<file path="src/rtl/fp_divider_if.sv">
// fp_divider_if: request/response bundle for the single-precision divider
//   start     - request, honoured only while the divider is idle
//   A, B      - dividend / divisor, captured on an accepted start
//   busy      - operation in flight
//   done      - one-cycle pulse, result and flags valid
//   result    - quotient A/B
//   overflow  - result exponent above 254
//   underflow - result exponent below 1
//   exception - divide-by-zero or Inf/NaN operand
interface fp_divider_if #(parameter int XLEN = 32);
   logic            start;
   logic [XLEN-1:0] A;
   logic [XLEN-1:0] B;
   logic            busy;
   logic            done;
   logic [XLEN-1:0] result;
   logic            overflow;
   logic            underflow;
   logic            exception;
   modport master (output start, A, B, input busy, done, result, overflow, underflow, exception);
   modport slave  (input start, A, B, output busy, done, result, overflow, underflow, exception);
endinterface

</file>
<file path="src/rtl/fp_divider.sv">
// fp_divider: multi-cycle IEEE-754 single-precision divider, restoring, truncating
//   clk - rising-edge clock
//   rst - synchronous active-high reset
//   bus - fp_divider_if slave (start/A/B in, busy/done/result/flags out)
module fp_divider #(parameter int XLEN = 32) (
   input logic        clk,
   input logic        rst,
   fp_divider_if.slave bus
);
   typedef enum logic [1:0] {IDLE, DIVIDE, NORMALIZE} state_t;
   state_t            r_state, w_next;
   logic [4:0]        r_cnt;
   logic              r_sign;
   logic [7:0]        r_ea, r_eb;
   logic [23:0]       r_mb;
   logic [24:0]       r_rem, r_q;
   logic [XLEN-1:0]   r_result;
   logic              r_done, r_ovf, r_unf, r_exc;
   logic              w_ge;
   logic [23:0]       w_diff;
   logic signed [9:0] w_exp;
   logic [22:0]       w_man;
   logic [XLEN-1:0]   w_res;
   logic              w_ovf, w_unf, w_exc;
   assign bus.busy      = r_state != IDLE;
   assign bus.done      = r_done;
   assign bus.result    = r_result;
   assign bus.overflow  = r_ovf;
   assign bus.underflow = r_unf;
   assign bus.exception = r_exc;
   // remainder stays below 2*Mb, so after a subtraction it fits in 24 bits
   assign w_ge   = r_rem >= {1'b0, r_mb};
   assign w_diff = w_ge ? 24'(r_rem - {1'b0, r_mb}) : r_rem[23:0];
   // q[24] set means the quotient is in [1,2); otherwise q[23] is the leading one
   assign w_exp = $signed({2'b00, r_ea}) - $signed({2'b00, r_eb}) + (r_q[24] ? 10'sd127 : 10'sd126);
   assign w_man = r_q[24] ? r_q[23:1] : r_q[22:0];
   always_comb begin
      w_next = r_state;
      case (r_state)
         IDLE:    w_next = bus.start ? DIVIDE : IDLE;
         DIVIDE:  w_next = (r_cnt == 5'd24) ? NORMALIZE : DIVIDE;
         default: w_next = IDLE;
      endcase
   end
   always_comb begin
      w_res = {r_sign, w_exp[7:0], w_man};
      w_ovf = 1'b0;
      w_unf = 1'b0;
      w_exc = 1'b0;
      if (r_ea == 8'hFF || r_eb == 8'hFF) begin
         w_res = {r_sign, 8'hFF, 23'h400000};
         w_exc = 1'b1;
      end else if (r_eb == 8'h00) begin
         w_res = {r_sign, 8'hFF, 23'd0};
         w_exc = 1'b1;
      end else if (r_ea == 8'h00) begin
         w_res = {r_sign, 31'd0};
      end else if (w_exp > 10'sd254) begin
         w_res = {r_sign, 8'hFF, 23'd0};
         w_ovf = 1'b1;
      end else if (w_exp < 10'sd1) begin
         w_res = {r_sign, 31'd0};
         w_unf = 1'b1;
      end
   end
   always_ff @(posedge clk) begin
      if (rst) begin
         r_state  <= IDLE;
         r_cnt    <= 5'd0;
         r_done   <= 1'b0;
         r_result <= '0;
         r_ovf    <= 1'b0;
         r_unf    <= 1'b0;
         r_exc    <= 1'b0;
      end else begin
         r_state <= w_next;
         r_done  <= 1'b0;
         case (r_state)
            IDLE: if (bus.start) begin
               r_sign <= bus.A[31] ^ bus.B[31];
               r_ea   <= bus.A[30:23];
               r_eb   <= bus.B[30:23];
               r_mb   <= {1'b1, bus.B[22:0]};
               r_rem  <= {2'b01, bus.A[22:0]};
               r_q    <= '0;
               r_cnt  <= 5'd0;
            end
            DIVIDE: begin
               r_q   <= {r_q[23:0], w_ge};
               r_rem <= {w_diff, 1'b0};
               r_cnt <= r_cnt + 5'd1;
            end
            default: begin
               r_result <= w_res;
               r_ovf    <= w_ovf;
               r_unf    <= w_unf;
               r_exc    <= w_exc;
               r_done   <= 1'b1;
            end
         endcase
      end
   end
endmodule

</file>
<file path="src/flat_wrapper.sv">
// flat-port wrapper written by rule: the top's interface ports become plain ports
module fp_divider_flat 
#(parameter int XLEN = 32)
  (clk, rst, bus_start, bus_A, bus_B, bus_busy, bus_done, bus_result, bus_overflow, bus_underflow, bus_exception);
  fp_divider_if #(.XLEN(XLEN)) bus_i ();
  input logic clk;
  input logic rst;
  input wire logic [$bits(bus_i.start)-1:0] bus_start;
  input wire logic [$bits(bus_i.A)-1:0] bus_A;
  input wire logic [$bits(bus_i.B)-1:0] bus_B;
  output wire logic [$bits(bus_i.busy)-1:0] bus_busy;
  output wire logic [$bits(bus_i.done)-1:0] bus_done;
  output wire logic [$bits(bus_i.result)-1:0] bus_result;
  output wire logic [$bits(bus_i.overflow)-1:0] bus_overflow;
  output wire logic [$bits(bus_i.underflow)-1:0] bus_underflow;
  output wire logic [$bits(bus_i.exception)-1:0] bus_exception;
  assign bus_i.start = bus_start;
  assign bus_i.A = bus_A;
  assign bus_i.B = bus_B;
  assign bus_busy = bus_i.busy;
  assign bus_done = bus_i.done;
  assign bus_result = bus_i.result;
  assign bus_overflow = bus_i.overflow;
  assign bus_underflow = bus_i.underflow;
  assign bus_exception = bus_i.exception;
  fp_divider #(.XLEN(XLEN)) u_core (.clk(clk), .rst(rst), .bus(bus_i));
endmodule
</file>
<file path="config.mk">
export PLATFORM = sky130hd
export DESIGN_NAME = fp_divider_flat
export DESIGN_NICKNAME = d
export VERILOG_FILES = /design/src/rtl/fp_divider_if.sv /design/src/rtl/fp_divider.sv /design/src/flat_wrapper.sv
export SDC_FILE = /design/constraint.sdc
export NUM_CORES = 1
export LEC_CHECK = 0
export CORE_MARGIN = 2
export CORE_UTILIZATION = 48
export CTS_CLUSTER_SIZE = 12
export DETAILED_ROUTE_END_ITERATION = 7
export GPL_TIMING_DRIVEN = 0
export PLACE_DENSITY = 0.71
export SYNTH_ARGS = -nofsm -noshare
export SYNTH_HDL_FRONTEND = slang
export SYNTH_SLANG_ARGS = --single-unit
</file>
<file path="constraint.sdc">
create_clock -name clk -period 8.94 [get_ports clk]
set_clock_uncertainty 0.2 [all_clocks]
set_input_delay 2.682 -clock clk [delete_from_list [all_inputs] [get_ports clk]]
set_output_delay 2.682 -clock clk [all_outputs]
set_load 0.01 [all_outputs]
</file>
Word-level counts from Yosys, hierarchy flattened:

Index checks and enable logic that the tools add are counted.

* bits of input ports: 67
* output and inout port bits: 37
* bits in registers: 133
* word-level logic and storage cells: 66

* magnitude comparators: 3
* equal/unequal tests: 5
* reduce and logical (&&, ||, !) cells: 10
* mux-type cells: 29
* add/subtract/negate cells: 4
* bitwise logic cells: 2

Operator list (number)
* $mux 31: 5
* $pmux 25 s2: 2
* $mux 25: 2
* $ge 25x24->1: 1
* $mux 24: 1
* $sub 24x24->24: 1
* $mux 23: 1
* $eq 8x8->1 const B: 2
* $logic_not 8->1: 2
* $mux 1: 14
* $add 10x10->10: 1
* $gt 10x9->1 const B: 1
* $lt 10x2->1 const B: 1
* $pmux 5 s2: 1
* $sub 8x8->9: 1
* $reduce_and 3->1: 2
* $add 5x1->5 const B: 1
* $eq 5x5->1 const B: 1
* $mux 5: 1
* $pmux 2 s2: 1
* $reduce_bool 2->1: 2
* $eq 2x1->1 const B: 1
* $logic_not 2->1: 1
* $mux 2: 1
* 6 further kinds: 6

Longest topological paths before layout:

Gate-level depths: netlist of run 1.

* depth in word-level cells: 8
* gate-level depth with buffers: 14
* mapped depth without buffers: 13

Least setup slack after synthesis of run 1:

Ideal clock, no wire load.

* path kind: in2reg
* start point: input rst
* end point: register u_core.r_q[0], enable pin
* arrival time: 6.383 ns
* stages on the path: 2
* path buffers: 1
* required time: 8.219 ns
* path slack: 1.836 ns
* cell sequence: clkbuf_1 nor3_1

* cells in the longest elaborated chain, start to end: 2

RTL lines
* start: declaration: line flat_wrapper.sv:7 `input logic rst;`
* $not 1->1 (no source line)
* $reduce_and 3->1 (no source line)
* end signal: assignment: line fp_divider.sv:89 `r_q <= {r_q[23:0], w_ge};`
* end: declaration: line fp_divider.sv:16 `logic [24:0] r_rem, r_q;`

Every way passes these cells.
A chain may end at the register's enable or synchronous reset.

Final worst setup path of run 1:

* start point: register u_core.r_state[1]
* end point: output bus_busy

* cells in the longest elaborated chain, start to end: 1

RTL lines
* start: declaration: line fp_divider.sv:11 `state_t r_state, w_next;`
* start signal: assignment: line fp_divider.sv:76 `r_state <= w_next;`
* $reduce_bool 2->1: line fp_divider.sv:25 `assign bus.busy = r_state != IDLE;`
* end: declaration: line flat_wrapper.sv:11 `output wire logic [$bits(bus_i.busy)-1:0] bus_busy;`

Every way passes these cells.

==> out/metrics.yaml, run 1 <==
grt_pass1_wl_mm: 28.5
first_pass_iters: 5
status: "complete, no violations"
synth_ff_type: "edfxtp_1"
grt_overflow: 0
cts_setup_buffers: 0
cp_max_fo: 10
routed_wl_mm: 17.5
cp-end-kind: "primary output"
crit_required_ns: 6.06
setup_violations: 0
design_area_um2: 9430
die_h_um: 128
syn_to_final_growth_pct: 26.8
antenna_cells: 0
cts_max_path_buffers: 2
hold_violations: 0
async_flop_share_pct: 0
fillCellCount: 1248
synth_top_family_by_area: "compound AO/OA/AOI/OAI gates"
finalSetupTns_ns: 0
synth_seq_area_share_pct: 47.9
grt.total_usage_pct: 22.0
clk_latency_ns: 0.42
synth.distinct_cells: 66
clkTransAtPathRegs_ns: 0.06
rsz0062_at_grt: "no"
relSlewSlack_pct: 24.8
synthCells: 727
r2r_slack_ns: 4.72
muxShareOfSynthArea_pct: 5.29
cts_tree: "done"
synth_fa_ha_area_share_pct: 6.43
antenna_found_initial: 0
synth_compound_area_share_pct: 16.7
std_cell_rows: 45
gp_congestion: 0.895
vias_per_cell: 5.62
cts_root_buffer: "clkbuf_16"
initial_core_util_pct: 49.1
coreArea_um2: 15100
cap_violations: 0
hold_class: "register to register"
netlist_area_um2: 7430
cts.sink_count: 133
drt_iter0_drc: 439
die_width_um: 128
syn_nets: 831
synth_warnings: 0
ir_worst_vdd_mv: 0.138
wl_per_cell_um: 16.6
yosysTopAreaCell: "edfxtp_1"
ant_nets: 0
drc: 0
cellPowerDensity_nw_per_um2: 185
critical_path_arrival_ns: 1.89
tightest_slew_ns: 1.10
synth-xor-area-share_pct: 2.95
port_buffers: 102
synth-edff-count: 90
ios: 104
cts_hold_buf: 0
cts_resized: 0
vias: 5939
drive_above_1_share_pct: 9.45
ys_top_cells_by_count: "90 x edfxtp_1, 60 x nand2_1, 49 x nor2_1"
max_freq_mhz: 210
startpoint_type: "register"
post-route-min-period_ns: 4.77
final_net_count: 959
cts-buffers-inserted: 17
fp.dieArea_um2: 16500
synth_top_area_share_pct: 36.4
placed_area_um2: 8780
synth_area_per_cell_um2: 10.2
p_leak_nw: 3.79
synth_most_common_cell: "edfxtp_1"
dp_hpwl_mm: 12.9
criticalPathCategory: "register to primary output"
finalCritPeriodShare_pct: 53.4
synth-simple-area-share_pct: 16.4
synthTopCellsByArea: "edfxtp_1 36%, dfxtp_1 12%, ha_1 5.9%"
maxSlewViolCount: 0
ys_ff_latch: 133
htreeDepth: 4
grt_max_degree: 17
grt_pass1_vias: 5756
## final cells by class
type	instances	area (um^2)	share of cell area, %
plain buffers	29	134	1.42
flip-flops and latches	133	3560	37.8
inverters	48	180	1.91
clock buffers	23	543	5.76
multi-input cells	517	3570	37.8
clock inverters	9	106	1.13
repair buffers	109	1100	11.7
well taps	188	235	2.50
## worst max-delay path: stages, from the launching register on
cell and delay (ns):
dfxtp_1 0.32, clkbuf_1 0.37, or2_2 0.23, clkdlybuf4s50_1 0.55
## report_power, final
part           switching [mW]  internal, mW
clock                   0.267         0.484
combinational           0.164         0.128
sequential             0.0150         0.689
total                   0.446          1.30
## final timing paths
path	start	to	depth (start not counted)
worst max-delay path	u_core.r_state[1]	bus_busy	3
worst max register to register	u_core.r_rem[7]	u_core.r_rem[23]	10
worst min-delay path	u_core.bus.result[10]	u_core.bus.result[10]	2
worst min register to register	u_core.bus.result[10]	u_core.bus.result[10]	2
## layout by cell type, fill, tap and decap left out, drive strengths merged, types with 5 or more instances in the layout
cell type / Yosys / layout
a211oi: 5 / 5
a21o: 21 / 21
a21oi: 30 / 30
a221o: 5 / 5
a22oi: 7 / 7
a31oi: 8 / 8
and2: 32 / 32
and3: 8 / 8
buf: 8 / 15
clkbuf: 21 / 44
clkdlybuf4s50: 0 / 102
dfxtp: 43 / 43
edfxtp: 90 / 90
ha: 35 / 35
inv: 48 / 50
mux2i: 37 / 37
nand2: 60 / 60
nand2b: 10 / 10
nand3: 14 / 14
nand4: 8 / 8
nor2: 49 / 49
nor2b: 9 / 9
nor3: 18 / 18
o211ai: 7 / 7
o21a: 10 / 10
o21ai: 57 / 57
or2: 7 / 7
or3: 7 / 7
xnor2: 17 / 17
xor2: 8 / 8
## logic make-up (layout without fill, tap and decap cells)
logic type / Yosys count / in the layout
DFF: 133 / 133
and+or+nand+nor: 239 / 239
adders and majority gates: 37 / 37
AOI/OAI and AO/OA: 177 / 177
xor gates and xnor gates: 25 / 25
muxes: 39 / 39
buffers and inverters: 77 / 218
## flip-flops by register name, summed over array words and instances, names as in the netlist
register	count
u_core.r_cnt	5
u_core.r_mb	23
u_core.bus.done	1
u_core.bus.exception	1
u_core.r_rem	25
u_core.bus.underflow	1
u_core.r_ea	8
u_core.bus.overflow	1
u_core.r_sign	1
u_core.bus.result	32
u_core.r_q	25
u_core.r_state	2
u_core.r_eb	8
## stage by stage
stage	power [mW]	instances	utilization [%]	setup slack, ns	hold WS [ns]
3_3_place_gp	0.994	1017	57.4	-0.354	0.237
6_report	1.75	1056	62.2	4.17	0.255
5_1_grt	1.81	1056	62.2	4.06	0.269
2_1_floorplan	0.910	727	-	1.84	0.256
3_5_place_dp	1.00	1024	58.0	3.96	0.245
4_1_cts	1.75	1056	62.2	4.15	0.258
## per-layer routing
| layer | up-vias | wire, um | global-route usage [%] |
|---|---|---|---|
| met2 | 181 | 8090 | 35.0 |
| li1 | 2905 | - | - |
| met5 | - | 0 | 0 |
| met4 | 0 | 304 | 8.14 |
| met1 | 2822 | 8230 | 30.3 |
| met3 | 31 | 889 | 4.03 |
Note: power is estimated with default switching activity, not from simulation.
==> run 2, diff against run 1 <==
Clock period 8.94 ns to 4.6 ns, I/O delays scaled along.
==> run 2 against run 1 <==
Net effect: die area unchanged; sequential share of layout area down 0.22 points; highest routed layer unchanged; critical path depth up 8; first-iteration DRC count down 6.4%; non-clock buffer count down 2; power up 93%; design area up 0.60%; clock power up 89%; flip-flop and latch count unchanged; largest cell class unchanged; critical path type is now register to register; via count up 0.22%.
==> out/metrics.yaml, run 2 (synthesis gave the netlist of run 1 again) <==
status: "complete, no violations"
std_cell_rows: 45  # unchanged
first_pass_iters: 5  # unchanged
hold_class: "register to register"
vias: 5952  # +0.22%
layout_common_cells: "102 x clkdlybuf4s50_1, 90 x edfxtp_1, 60 x nand2_1, 49 x nor2_1, 48 x inv_1"
cp-end-kind: "register"
routed_wl_mm: 17.4  # -0.70%
grt.total_usage_pct: 22.1  # +0.044 points
crit_family: "compound AO/OA/AOI/OAI gates"
startpoint_type: "register"
crit_required_ns: 4.66  # -1.40 ns
setup_violations: 0  # unchanged
tightest_slew_ns: 1.04  # -0.0623 ns
maxSlewViolCount: 0  # unchanged
mostFrequentLayoutCell: "clkdlybuf4s50_1"
rsz0062_at_grt: "no"
cts_resized: 0  # unchanged
worstPathCellList: "ha_1 > clkbuf_1 > and3_1 > and3_1 > a2111oi_0 > nor2_1 > o21ai_1 > buf_2 > buf_2 > nand3_1 > o211ai_1"
largest_reg_flops: 32  # unchanged
ant_nets: 0  # unchanged
cap_violations: 0  # unchanged
initial_core_util_pct: 49.1  # unchanged
cts_root_buffer: "clkbuf_16"
drt_iter0_drc: 411  # -6.4%
r2r_slack_ns: 0.46  # -4.26 ns
syn_to_final_growth_pct: 27.6
ios: 104  # unchanged
hp-start: "u_core.bus.result[6]"
multi_input_area_um2: 3580  # +0.35%
htreeDepth: 4  # unchanged
grt_pass1_wl_mm: 28.6  # +0.63%
final_net_count: 957  # -0.21%
antenna_cells: 0  # unchanged
criticalPathCategory: "register to register"
clk_latency_ns: 0.43  # about the same
rr_worst_depth: 11  # +1
cts_hold_buf: 0  # unchanged
worst_hold_slack_ns: 0.251  # -0.00460 ns
max_freq_mhz: 241
clkTransAtPathRegs_ns: 0.06  # about the same
vias_per_cell: 5.65  # +0.41%
dp_hpwl_mm: 12.7  # -2.0%
critical_path_arrival_ns: 4.20  # +2.31 ns
drive_above_1_share_pct: 9.24  # -0.21 points
wl_per_cell_um: 16.5  # -0.51%
grt_overflow: 0  # unchanged
path_buf_inv: 3  # +1
p_leak_nw: 3.81  # +0.47%
placed_area_um2: 8850  # +0.81%
relSlewSlack_pct: 29.1  # +4.3 points
cts.sink_count: 133  # unchanged
die_h_um: 128  # unchanged
fp.dieArea_um2: 16500  # unchanged
post-route-min-period_ns: 4.14
cellPowerDensity_nw_per_um2: 355  # +92%
cts-buffers-inserted: 17  # unchanged
hold_depth: 2  # unchanged
hold_end: "u_core.bus.result[6]"
cts_setup_buffers: 0  # unchanged
finalSetupTns_ns: 0  # unchanged
design_area_um2: 9480  # +0.60%
port_buffers: 102  # unchanged
finalCritPeriodShare_pct: 90.1
cts_tree: "done"
cts_max_path_buffers: 2  # unchanged
fillCellCount: 1235  # -1.0%
gp_congestion: 0.929  # +3.7%
critPathMaxStageDelay_ns: 0.92  # +0.37 ns
drc: 0  # unchanged
ff_latch_area_um2: 3560  # unchanged
cp_slowest_cell: "a2111oi_0"
coreArea_um2: 15100  # unchanged
cp_max_fo: 10  # unchanged
utilization_pct: 62.6  # +0.37 points
reg2reg_from: "u_core.r_rem[7]"
ir_worst_vdd_mv: 0.251  # +82%
hold_violations: 0  # unchanged
r2r_end: "u_core.r_rem[7]"
die_width_um: 128  # unchanged
antenna_found_initial: 0  # unchanged
grt_pass1_vias: 5739  # -0.30%
grt_max_degree: 20  # +3
==> run 2: changes by cell type in the layout (fill, tap and decap cells not counted), sizes merged <==
cell      delta
buf          -2
clkbuf       +1
inv          +1
bufinv       -1
clkinvlp     -1
==> run 2: layout make-up <==
class,instances,area share [%]
multi-input combinational,517,37.7
tap,188,2.48
clock inverter,8,0.818
timing repair buffer,107,12.2
clock buffer,24,5.87
inverter,48,1.90
sequential,133,37.6
buffer,29,1.41
==> run 2: metal layers <==
| metal | track usage [%] | up-vias | routed length [um] |
|---|---|---|---|
| met4 | 7.63 | 0 | 283 |
| met3 | 4.28 | 25 | 984 |
| li1 | - | 2902 | - |
| met5 | 0 | - | 0 |
| met2 | 35.3 | 206 | 8050 |
| met1 | 30.2 | 2819 | 8070 |
==> run 2: worst max-delay path by stage <==
stage	startpoint	depth (start not counted)	slack (ns)	endpoint
detailed placement	u_core.r_rem[7]	11	0.59	u_core.r_rem[21]
global placement	bus_start	3	-1.07	u_core.r_q[15]
floorplan	rst	2	0.36	u_core.r_q[0]
CTS	u_core.r_rem[7]	11	0.53	u_core.r_rem[21]
finish	u_core.r_rem[7]	11	0.46	u_core.r_rem[7]
global route	u_core.r_rem[7]	11	0.03	u_core.r_rem[1]
==> run 2: power by group <==
group	total (mW)	internal [mW]	switching, mW
Clock	1.42	0.903	0.520
Combinational	0.577	0.257	0.321
Sequential	1.37	1.34	0.0287
==> run 2: through the flow <==
step | std cells | setup WS (ns) | power (mW)
3_3_place_gp | 1017 | -1.07 | 1.93
3_5_place_dp | 1022 | 0.590 | 1.96
2_1_floorplan | 727 | 0.364 | 1.77
6_report | 1054 | 0.457 | 3.37
5_1_grt | 1054 | 0.0277 | 3.49
4_1_cts | 1054 | 0.533 | 3.38
==> run 2: worst min-delay path: stages, from the launching register on <==
cell and delay (ns):
dfxtp_1 0.32, nand2_1 0.06, o21ai_2 0.04
